<file path="src/rtl/lsu_pkg.sv">
`default_nettype none
// ============================================================================
// Module  : lsu_pkg
// Brief   : Shared types and request checks for the LSU memory controller.
// Revision: 1.0
// ============================================================================
package lsu_pkg;

    localparam int unsigned LSU_DW = 32;

    typedef enum logic [1:0] {
        SIZE_B = 2'b00,
        SIZE_H = 2'b01,
        SIZE_W = 2'b10
    } mem_size_e;

    typedef enum logic [1:0] {
        IDLE   = 2'd0,
        ACCESS = 2'd1,
        WRITE  = 2'd2,
        RESP   = 2'd3
    } lsu_state_e;

    // True for a misaligned half/word or the reserved size encoding.
    function automatic logic lsu_bad_req(input logic [1:0] size, input logic [1:0] lane);
        logic bad;
        case (size)
            SIZE_B:  bad = 1'b0;
            SIZE_H:  bad = lane[0];
            SIZE_W:  bad = (lane != 2'b00);
            default: bad = 1'b1;
        endcase
        return bad;
    endfunction

endpackage
`default_nettype wire

</file>
<file path="src/rtl/lsu_align.sv">
`default_nettype none
// ============================================================================
// Module  : lsu_align
// Brief   : Load lane extract/extend and store lane merge for a 32-bit word.
// Revision: 1.0
// ============================================================================
module lsu_align
    import lsu_pkg::*;
#(
    parameter int unsigned DW = LSU_DW
) (
    input  logic [DW-1:0] word_i,
    input  logic [DW-1:0] wdata_i,
    input  logic [1:0]    lane_i,
    input  logic [1:0]    size_i,
    input  logic          unsigned_i,
    output logic [DW-1:0] load_o,
    output logic [DW-1:0] merge_o
);

    logic [7:0]    w_byte;
    logic [15:0]   w_half;
    logic [4:0]    w_bsh;
    logic [4:0]    w_hsh;
    logic [DW-1:0] w_mask;
    logic [DW-1:0] w_ins;

    always_comb begin
        w_bsh  = {lane_i, 3'b000};
        w_hsh  = {lane_i[1], 4'b0000};
        w_byte = word_i[w_bsh +: 8];
        w_half = lane_i[1] ? word_i[31:16] : word_i[15:0];

        case (size_i)
            SIZE_B:  load_o = {{(DW-8){w_byte[7] & ~unsigned_i}}, w_byte};
            SIZE_H:  load_o = {{(DW-16){w_half[15] & ~unsigned_i}}, w_half};
            default: load_o = word_i;
        endcase

        w_mask = '0;
        w_ins  = '0;
        case (size_i)
            SIZE_B: begin
                w_mask = DW'(8'hFF) << w_bsh;
                w_ins  = DW'(wdata_i[7:0]) << w_bsh;
            end
            SIZE_H: begin
                w_mask = DW'(16'hFFFF) << w_hsh;
                w_ins  = DW'(wdata_i[15:0]) << w_hsh;
            end
            default: begin
                w_mask = '1;
                w_ins  = wdata_i;
            end
        endcase
        merge_o = (word_i & ~w_mask) | w_ins;
    end

endmodule
`default_nettype wire

</file>
<file path="src/rtl/lsu_mem_ctrl.sv">
`default_nettype none
// ============================================================================
// Module  : lsu_mem_ctrl
// Brief   : Single-outstanding load/store initiator for a word-wide data memory.
// Revision: 1.0
// ============================================================================
module lsu_mem_ctrl
    import lsu_pkg::*;
#(
    parameter int unsigned DATA_ADDR_WIDTH = 32,
    parameter int unsigned DATA_WORD_WIDTH = 32
) (
    input  logic                       clk_i,
    input  logic                       rst_i,
    input  logic                       req_valid_i,
    output logic                       req_ready_o,
    input  logic                       req_we_i,
    input  logic [1:0]                 req_size_i,
    input  logic                       req_unsigned_i,
    input  logic [DATA_ADDR_WIDTH-1:0] req_addr_i,
    input  logic [DATA_WORD_WIDTH-1:0] req_wdata_i,
    output logic                       rsp_valid_o,
    output logic [DATA_WORD_WIDTH-1:0] rsp_rdata_o,
    output logic                       rsp_err_o,
    output logic                       mem_en_o,
    output logic                       mem_we_o,
    output logic [DATA_ADDR_WIDTH-1:0] mem_addr_o,
    output logic [DATA_WORD_WIDTH-1:0] mem_wdata_o,
    input  logic [DATA_WORD_WIDTH-1:0] mem_rdata_i
);

    localparam int unsigned AW = DATA_ADDR_WIDTH;
    localparam int unsigned DW = DATA_WORD_WIDTH;

    lsu_state_e    state_q, state_d;
    logic          we_q, we_d;
    logic [1:0]    size_q, size_d;
    logic          uns_q, uns_d;
    logic          bad_q, bad_d;
    logic [AW-1:0] addr_q, addr_d;
    logic [DW-1:0] wdata_q, wdata_d;
    logic [DW-1:0] merged_q, merged_d;
    logic [DW-1:0] rdata_q, rdata_d;
    logic          err_q, err_d;

    logic [DW-1:0] w_load;
    logic [DW-1:0] w_merge;
    logic          w_rmw;

    lsu_align #(.DW(DW)) u_align (
        .word_i     (mem_rdata_i),
        .wdata_i    (wdata_q),
        .lane_i     (addr_q[1:0]),
        .size_i     (size_q),
        .unsigned_i (uns_q),
        .load_o     (w_load),
        .merge_o    (w_merge)
    );

    assign rsp_valid_o = (state_q == RESP);
    assign rsp_rdata_o = rdata_q;
    assign rsp_err_o   = err_q;

    always_comb begin
        state_d     = state_q;
        we_d        = we_q;
        size_d      = size_q;
        uns_d       = uns_q;
        bad_d       = bad_q;
        addr_d      = addr_q;
        wdata_d     = wdata_q;
        merged_d    = merged_q;
        rdata_d     = rdata_q;
        err_d       = err_q;
        req_ready_o = 1'b0;
        mem_en_o    = 1'b0;
        mem_we_o    = 1'b0;
        mem_addr_o  = '0;
        mem_wdata_o = '0;
        w_rmw       = we_q && (size_q != SIZE_W);

        case (state_q)
            IDLE: begin
                req_ready_o = 1'b1;
                if (req_valid_i) begin
                    we_d    = req_we_i;
                    size_d  = req_size_i;
                    uns_d   = req_unsigned_i;
                    addr_d  = req_addr_i;
                    wdata_d = req_wdata_i;
                    bad_d   = lsu_bad_req(req_size_i, req_addr_i[1:0]);
                    state_d = ACCESS;
                end
            end
            ACCESS: begin
                // Rejected requests pass through here with the port quiet so
                // their response lands at the same latency as a load.
                if (bad_q) begin
                    rdata_d = '0;
                    err_d   = 1'b1;
                    state_d = RESP;
                end else begin
                    mem_en_o   = 1'b1;
                    mem_addr_o = {addr_q[AW-1:2], 2'b00};
                    if (w_rmw) begin
                        merged_d = w_merge;
                        state_d  = WRITE;
                    end else begin
                        mem_we_o    = we_q;
                        mem_wdata_o = we_q ? wdata_q : '0;
                        rdata_d     = we_q ? '0 : w_load;
                        err_d       = 1'b0;
                        state_d     = RESP;
                    end
                end
            end
            WRITE: begin
                mem_en_o    = 1'b1;
                mem_we_o    = 1'b1;
                mem_addr_o  = {addr_q[AW-1:2], 2'b00};
                mem_wdata_o = merged_q;
                rdata_d     = '0;
                err_d       = 1'b0;
                state_d     = RESP;
            end
            RESP: begin
                state_d = IDLE;
            end
            default: begin
                state_d = IDLE;
            end
        endcase

        // Keep the port quiet while reset is held so an interrupted RMW never commits.
        if (rst_i) begin
            mem_en_o    = 1'b0;
            mem_we_o    = 1'b0;
            mem_addr_o  = '0;
            mem_wdata_o = '0;
        end
    end

    always_ff @(posedge clk_i) begin
        if (rst_i) begin
            state_q  <= IDLE;
            we_q     <= 1'b0;
            size_q   <= 2'b00;
            uns_q    <= 1'b0;
            bad_q    <= 1'b0;
            addr_q   <= '0;
            wdata_q  <= '0;
            merged_q <= '0;
            rdata_q  <= '0;
            err_q    <= 1'b0;
        end else begin
            state_q  <= state_d;
            we_q     <= we_d;
            size_q   <= size_d;
            uns_q    <= uns_d;
            bad_q    <= bad_d;
            addr_q   <= addr_d;
            wdata_q  <= wdata_d;
            merged_q <= merged_d;
            rdata_q  <= rdata_d;
            err_q    <= err_d;
        end
    end

endmodule
`default_nettype wire
</file>
<file path="config.mk">
export PLATFORM = sky130hd
export DESIGN_NAME = lsu_mem_ctrl
export DESIGN_NICKNAME = d
export VERILOG_FILES = /design/src/rtl/lsu_pkg.sv /design/src/rtl/lsu_align.sv /design/src/rtl/lsu_mem_ctrl.sv
export SDC_FILE = /design/constraint.sdc
export NUM_CORES = 1
export LEC_CHECK = 0
export ABC_CLOCK_PERIOD_IN_PS = 2490
export BUFFER_PORTS_ARGS = -buffer_cell sky130_fd_sc_hd__buf_2
export CORE_MARGIN = 3
export CORE_UTILIZATION = 53
export CTS_BUF_LIST = sky130_fd_sc_hd__clkbuf_4
export DETAILED_ROUTE_END_ITERATION = 8
export PLACE_DENSITY = 0.83
export SYNTH_ARGS = -nofsm -noshare
export SYNTH_HDL_FRONTEND = slang
export SYNTH_SLANG_ARGS = --single-unit
</file>
<file path="constraint.sdc">
create_clock -name clk_i -period 2.49 [get_ports clk_i]
set_input_delay 0.249 -clock clk_i [delete_from_list [all_inputs] [get_ports clk_i]]
set_output_delay 0.249 -clock clk_i [all_outputs]
set_load 0.01 [all_outputs]
</file>
==> results of run 1 <==
[timing repair]
item,4_1_cts,5_1_grt
gates resized for setup,7,5
buffers inserted,3,0
pin swaps,0,1
cloned,1,1
endpoints found under the setup margin,64,61
endpoints found under the hold margin,90,0
hold buffers,89,0
[sequential cells by signal (all words and copies together) (netlist names), 2 cells and up]
name         cells
state_q          2
addr_q          32
size_q           2
rsp_rdata_o     32
merged_q        32
wdata_q         32
[synthesized netlist by cell type, types with 2 or more instances]
master | instances | area [um2]
nand2b_1 | 5 | 31.3
clkbuf_1 | 51 | 191
or2_2 | 7 | 43.8
a221oi_1 | 16 | 140
buf_1 | 2 | 7.51
a221o_1 | 23 | 230
o2bb2ai_1 | 7 | 61.3
a22oi_1 | 40 | 300
buf_6 | 2 | 22.5
a211oi_1 | 39 | 293
ha_1 | 4 | 50.1
buf_4 | 2 | 15.0
inv_1 | 8 | 30.0
nor2_1 | 72 | 270
buf_2 | 15 | 75.1
dfxtp_1 | 136 | 2720
mux2i_1 | 10 | 100
o21ai_0 | 4 | 20.0
a21oi_1 | 79 | 395
a22o_1 | 8 | 70.1
nor4b_2 | 2 | 30.0
o221ai_1 | 8 | 70.1
a222oi_1 | 8 | 80.1
and2_1 | 39 | 244
or3_1 | 2 | 12.5
nor2b_1 | 2 | 12.5
mux2_2 | 2 | 22.5
nand2_1 | 147 | 552
[worst max-delay path: stages (launching register included)]
cell and delay [ps]:
dfxtp_1 400, inv_1 100, ha_1 370, nand2b_4 100
nor2_4 160, buf_6 190, and2_1 170, buf_2 140
[routing by layer]
metal	vias up	global-route usage [%]	share of wire [%]
met2	443	51.5	47
met5	-	0	0
met1	3200	41.5	39
li1	3258	-	-
met4	0	13.8	3.3
met3	81	8.32	10
[cells by family after synthesis]
family | Yosys count
AOI/OAI and AO/OA | 239
muxes | 13
other | 1
and+or+nand+nor | 285
adders and majority gates | 4
DFF | 136
buffers and inverters | 81
[through the flow]
| step | cells | worst slack, ps | power (mW) | hold WS [ps] | util (%) |
|---|---|---|---|---|---|
| floorplan | 760 | 538 | 3.84 | 385 | - |
| global placement | 1053 | 482 | 4.40 | 437 | 63.8 |
| detailed placement | 1053 | 363 | 4.43 | 442 | 63.8 |
| CTS | 1174 | 48.9 | 5.89 | 10.7 | 74.1 |
| global route | 1176 | -56.4 | 6.24 | 7.73 | 74.4 |
| finish | 1177 | 51.3 | 5.93 | 53.1 | 74.5 |
[layout make-up]
type	instances	share of cell area, %
flip-flops and latches	136	31.8
repair buffers	317	25.1
well taps	143	2.09
diodes	2	0.0584
clock inverters	11	1.30
clock buffers	17	1.49
inverters	8	0.350
multi-input cells	543	37.8
[path summary, 6_finish.rpt]
check | endpoint | depth (start not counted) | slack, ps
setup / recovery | mem_addr_o[8] | 7 | 50
hold / removal | rsp_rdata_o[25]$_SDFFE_PP0P_ | 2 | 50
setup reg to reg | rsp_rdata_o[19]$_SDFFE_PP0P_ | 7 | 280
hold reg to reg | addr_q[14]$_SDFFE_PP0P_ | 2 | 460
[report_power, final]
group	total, mW	internal (mW)	switching, mW	leakage, nW
Clock	1.34	0.557	0.778	0.120
Combinational	1.83	0.766	1.07	2.38
Sequential	2.77	2.49	0.276	1.11
Total	5.93	3.81	2.12	3.61
==> flow_metrics.tcl, run 1 <==
set metrics [dict create \
    worstPathMaxFanout 16 \
    async_flop_share_pct 0 \
    yosys.area_share.simple_pct 20.6 \
    io_pins 204 \
    finalWorstPathRequiredPeriod_ps 2440 \
    layout_common_cells "buf_2 (200), nand2_1 (146), dfxtp_1 (133), dlygate4sd3_1 (89), a21oi_1 (77)" \
    end_kind "output port" \
    grt_max_degree 57 \
    rows 39 \
    hold_path.class "input pin to register" \
    crit_required_ps 2240 \
    cts_buffers 17 \
    maxCapViolations 0 \
    clockBufferDepth 2 \
    power.density_nw_per_um2 692 \
    place_congestion 0.957 \
    cts_max_level 4 \
    dp_hpwl_um 13600 \
    worst_slew_pin_slew_ps 695 \
    synth_seq_cells 136 \
    layout_commonest_cell "buf_2" \
    die-area_um2 13200 \
    grt_pass1_wl_um 33700 \
    total_leakage_power_nw 3.61 \
    synth-adder-area-share_pct 0.797 \
    ir_drop_uv 440 \
    via_count 6982 \
    skew_ps 17.9 \
    synth_compound_area_share_pct 27.3 \
    period_share_pct 97.9 \
    firstDrtPassIters 6 \
    coreArea_um2 11500 \
    slew_headroom_pct 53.6 \
    synth_warnings 0 \
    synth_top_family_by_area "compound AO/OA/AOI/OAI gates" \
    cts.clk_slew.worst_paths_ps 110 \
    fill_cells 812 \
    final_antenna_net_count 0 \
    holdCritStartpoint "mem_rdata_i[25]" \
    critical_path_arrival_ps 2190 \
    crit_start "state_q[1]$_SDFFE_PP0P_" \
    start_util_pct 54.5 \
    rsz0062_at_grt "true" \
    area_growth_pct 36.6 \
    fmax_mhz 410 \
    synth_mux_area_share_pct 2.31 \
    seqCellArea_um2 2730 \
    ys_types 47 \
    status "finished, final reports clean" \
    dpl_cell_area_um2 7350 \
    synth_edf_count 0 \
    synth-seq-area-share_pct 43.4 \
    grt_pass1_vias 6534 \
    synth_area_per_cell_um2 8.27 \
    finalNetCount 1130 \
    synth-xor-area-share_pct 0 \
    ys.flop_type "dfxtp_1" \
    initialDrtViolationCount 877 \
    drive_above_1_share_pct 27.1 \
    synthCells 759 \
    multi_input_area_um2 3240 \
    cts_tree "built" \
    hold_viol 0 \
    clk_latency_ps 560 \
    cts_root_buf "clkbuf_4" \
    r2r_start "state_q[1]$_SDFFE_PP0P_" \
    clock-sinks 136 \
    routed_wl_um 21700 \
    portBuffers 201 \
    fin_area_um2 8580 \
    antenna_found_initial 1 \
    drc 0 \
    netlist_area_um2 6280 \
    grt_usage_pct 32.3 \
    tns_ps 0 \
    overflow 0 \
    post_drt_wl_per_cell_um 18.4 \
    fp.dieH_um 115 \
    crit_type "register to output port" \
    finalMaxSlewViolations 0 \
    die_w_um 115 \
    via_per_inst 5.93 \
    cp-start-kind "register" \
    setup-violations-final 0 \
]
(Power assumes the default switching activity.)
==> run 2: changes to the inputs <==
BUFFER_PORTS_ARGS = not set   (was -buffer_cell sky130_fd_sc_hd__buf_2)
CORE_UTILIZATION = 65   (was 53)
DONT_BUFFER_PORTS = 1   (was not set)
PLACE_DENSITY = 0.81   (was 0.83)
==> run 2 against run 1 <==
Net effect: final cell count down 16%; die area fell by 18%; register-to-register slack worse by 50 ps; hold slack worse by 43 ps; highest routed layer unchanged; clock power rose by 11%; clock skew shrank 1.0 ps; power up 1.0%; core utilization rose by 11 points.
==> flow_metrics.tcl, run 2 (synthesis results as in run 1) <==
set metrics [dict create \
    clk_latency_ps 560 \
    stdcell_count 992 \
    power.density_nw_per_um2 752 \
    initialDrtViolationCount 943 \
    hold_path.class "input pin to register" \
    clockBufferDepth 2 \
    cts_buffers 17 \
    whs_ps 9.92 \
    holdCritStartpoint "mem_rdata_i[20]" \
    coreArea_um2 9330 \
    drc 0 \
    start_util_pct 67.3 \
    slew_headroom_pct 58.1 \
    cts_max_level 4 \
    total_leakage_power_nw 2.85 \
    rsz0062_at_grt "true" \
    end_kind "output port" \
    grt_usage_pct 38.2 \
    crit_required_ps 2240 \
    hold_viol 0 \
    overflow 0 \
    dp.cells 846 \
    clock-sinks 136 \
    busiest_layer "met2" \
    antenna_found_initial 0 \
    skew_ps 16.8 \
    switching_share_pct 36.9 \
    portBuffers 0 \
    maxCapViolations 0 \
    ir_drop_uv 681 \
    layout_common_cells "nand2_1 (146), dfxtp_1 (132), dlygate4sd3_1 (104), a21oi_1 (77), nor2_1 (64)" \
    layout_commonest_cell "nand2_1" \
    via_per_inst 6.63 \
    grt.met3_usage_pct 12.2 \
    fmax_mhz 419 \
    critical_path_arrival_ps 2140 \
    die_w_um 104 \
    final_antenna_net_count 0 \
    grt_pass1_vias 6075 \
    dp_hpwl_um 12800 \
    finalWorstPathRequiredPeriod_ps 2380 \
    area_growth_pct 27.0 \
    worst_slew_pin_slew_ps 629 \
    use_met2_pct 63.1 \
    io_pins 204 \
    cts_root_buf "clkbuf_4" \
    cts.clk_slew.worst_paths_ps 120 \
    grt_max_degree 105 \
    crit_start "state_q[1]$_SDFFE_PP0P_" \
    via_count 6577 \
    setup-violations-final 0 \
    finalNetCount 957 \
    post_drt_wl_per_cell_um 22.0 \
    n_antenna_cell 0 \
    netSwitchingPower_mw 2.21 \
    internal_power_mw 3.78 \
    pwr-share-comb_pct 27.2 \
    met1_usage_pct 45.9 \
    status "finished, final reports clean" \
    rows 35 \
    crit_type "register to output port" \
    worst_path_max_delay_cell "dfxtp_4" \
    finalPower_mw 5.99 \
    path_cells "inv_4, ha_4, nand3b_1, nor2_4, buf_12, clkbuf_16, a22oi_1, nor2_1, buf_4" \
    worstPathMaxFanout 5 \
    cp-start-kind "register" \
    firstDrtPassIters 9 \
    p_clk_share_pct 24.9 \
    max_stage_delay_ps 380 \
    period_share_pct 95.8 \
    place_congestion 0.932 \
    die-area_um2 10900 \
    drive_above_1_share_pct 13.3 \
    r2r_start "state_q[0]$_SDFFE_PP0P_" \
    seq_power_share_pct 47.9 \
    fp.dieH_um 104 \
    routed_wl_um 21900 \
    grt_pass1_wl_um 33300 \
    cts_tree "built" \
    finalMaxSlewViolations 0 \
]
-- run 2: cell types whose count changed in the layout (fill, tap and decap cells not counted), moves of 3 or more --
cell | previous run | this run
dlygate4sd3_1 | 89 | 104
buf_2 | 200 | 0
buf_4 | 23 | 30
dfxtp_4 | 0 | 3
nor2_2 | 1 | 8
and2_1 | 38 | 33
clkinv_1 | 3 | 0
and2_4 | 0 | 6
ha_1 | 4 | 1
nor2_1 | 70 | 64
clkinv_4 | 0 | 4
-- run 2: final timing paths --
kind                                to  slack (ps)  cells past startpoint
max                    mem_wdata_o[26]         110                      9
min          merged_q[20]$_SDFFE_PP0P_          10                      2
max reg2reg    addr_q[10]$_SDFFE_PP0P_         230                      7
min reg2reg    addr_q[30]$_SDFFE_PP0P_         460                      2
-- run 2: through the flow --
| stage | worst slack [ps] | TNS (ps) | util, % | cell area, um2 |
|---|---|---|---|---|
| 6_report | 105 | 0 | 85.4 | 7970 |
| 3_5_place_dp | 442 | 0 | 68.5 | 6390 |
| 4_1_cts | 27.4 | 0 | 82.9 | 7730 |
| 2_1_floorplan | 538 | 0 | - | 6280 |
| 5_1_grt | -22.0 | -86.0 | 85.4 | 7970 |
| 3_3_place_gp | 533 | 0 | 68.5 | 6390 |
-- run 2: per-layer routing --
layer  share of wire (%)  wire length (um)
met1                  35              7720
met2                  47             10400
met3                  12              2650
met4                 5.2              1130
met5                   0                 0
-- run 2: worst max-delay path, delay by kind of cell (launching register included) --
kind / cells / cell delay, ps
AOI/OAI and AO/OA: 1 / 60
adders and majority gates: 1 / 130
buffers and inverters: 4 / 480
DFF: 1 / 380
and+or+nand+nor: 3 / 540
-- run 2: cell type report --
cell class | count | area, um2
Inverter | 8 | 32.5
Tap cell | 129 | 161
Clock inverter | 13 | 148
Timing Repair Buffer | 144 | 1450
Sequential cell | 136 | 2740
Clock buffer | 19 | 143
Fill cell | 524 | 1360
Multi-Input combinational cell | 543 | 3300
-- run 2: repair_timing --
action,CTS,global route
cloned,0,3
buffers inserted,0,6
pin swaps,0,3
hold buffers,103,2
endpoints found under the setup margin,43,64
hold endpoints to repair,136,2
resized for setup,3,31
-- run 2: power by group through the flow --
stage	sequential [mW]	clock (mW)	combinational [mW]
finish	2.87	1.49	1.63
global route	2.89	1.59	1.76
CTS	2.84	1.48	1.46
detailed placement	2.88	0	1.28
global placement	2.87	0	1.23
floorplan	2.76	0	1.08
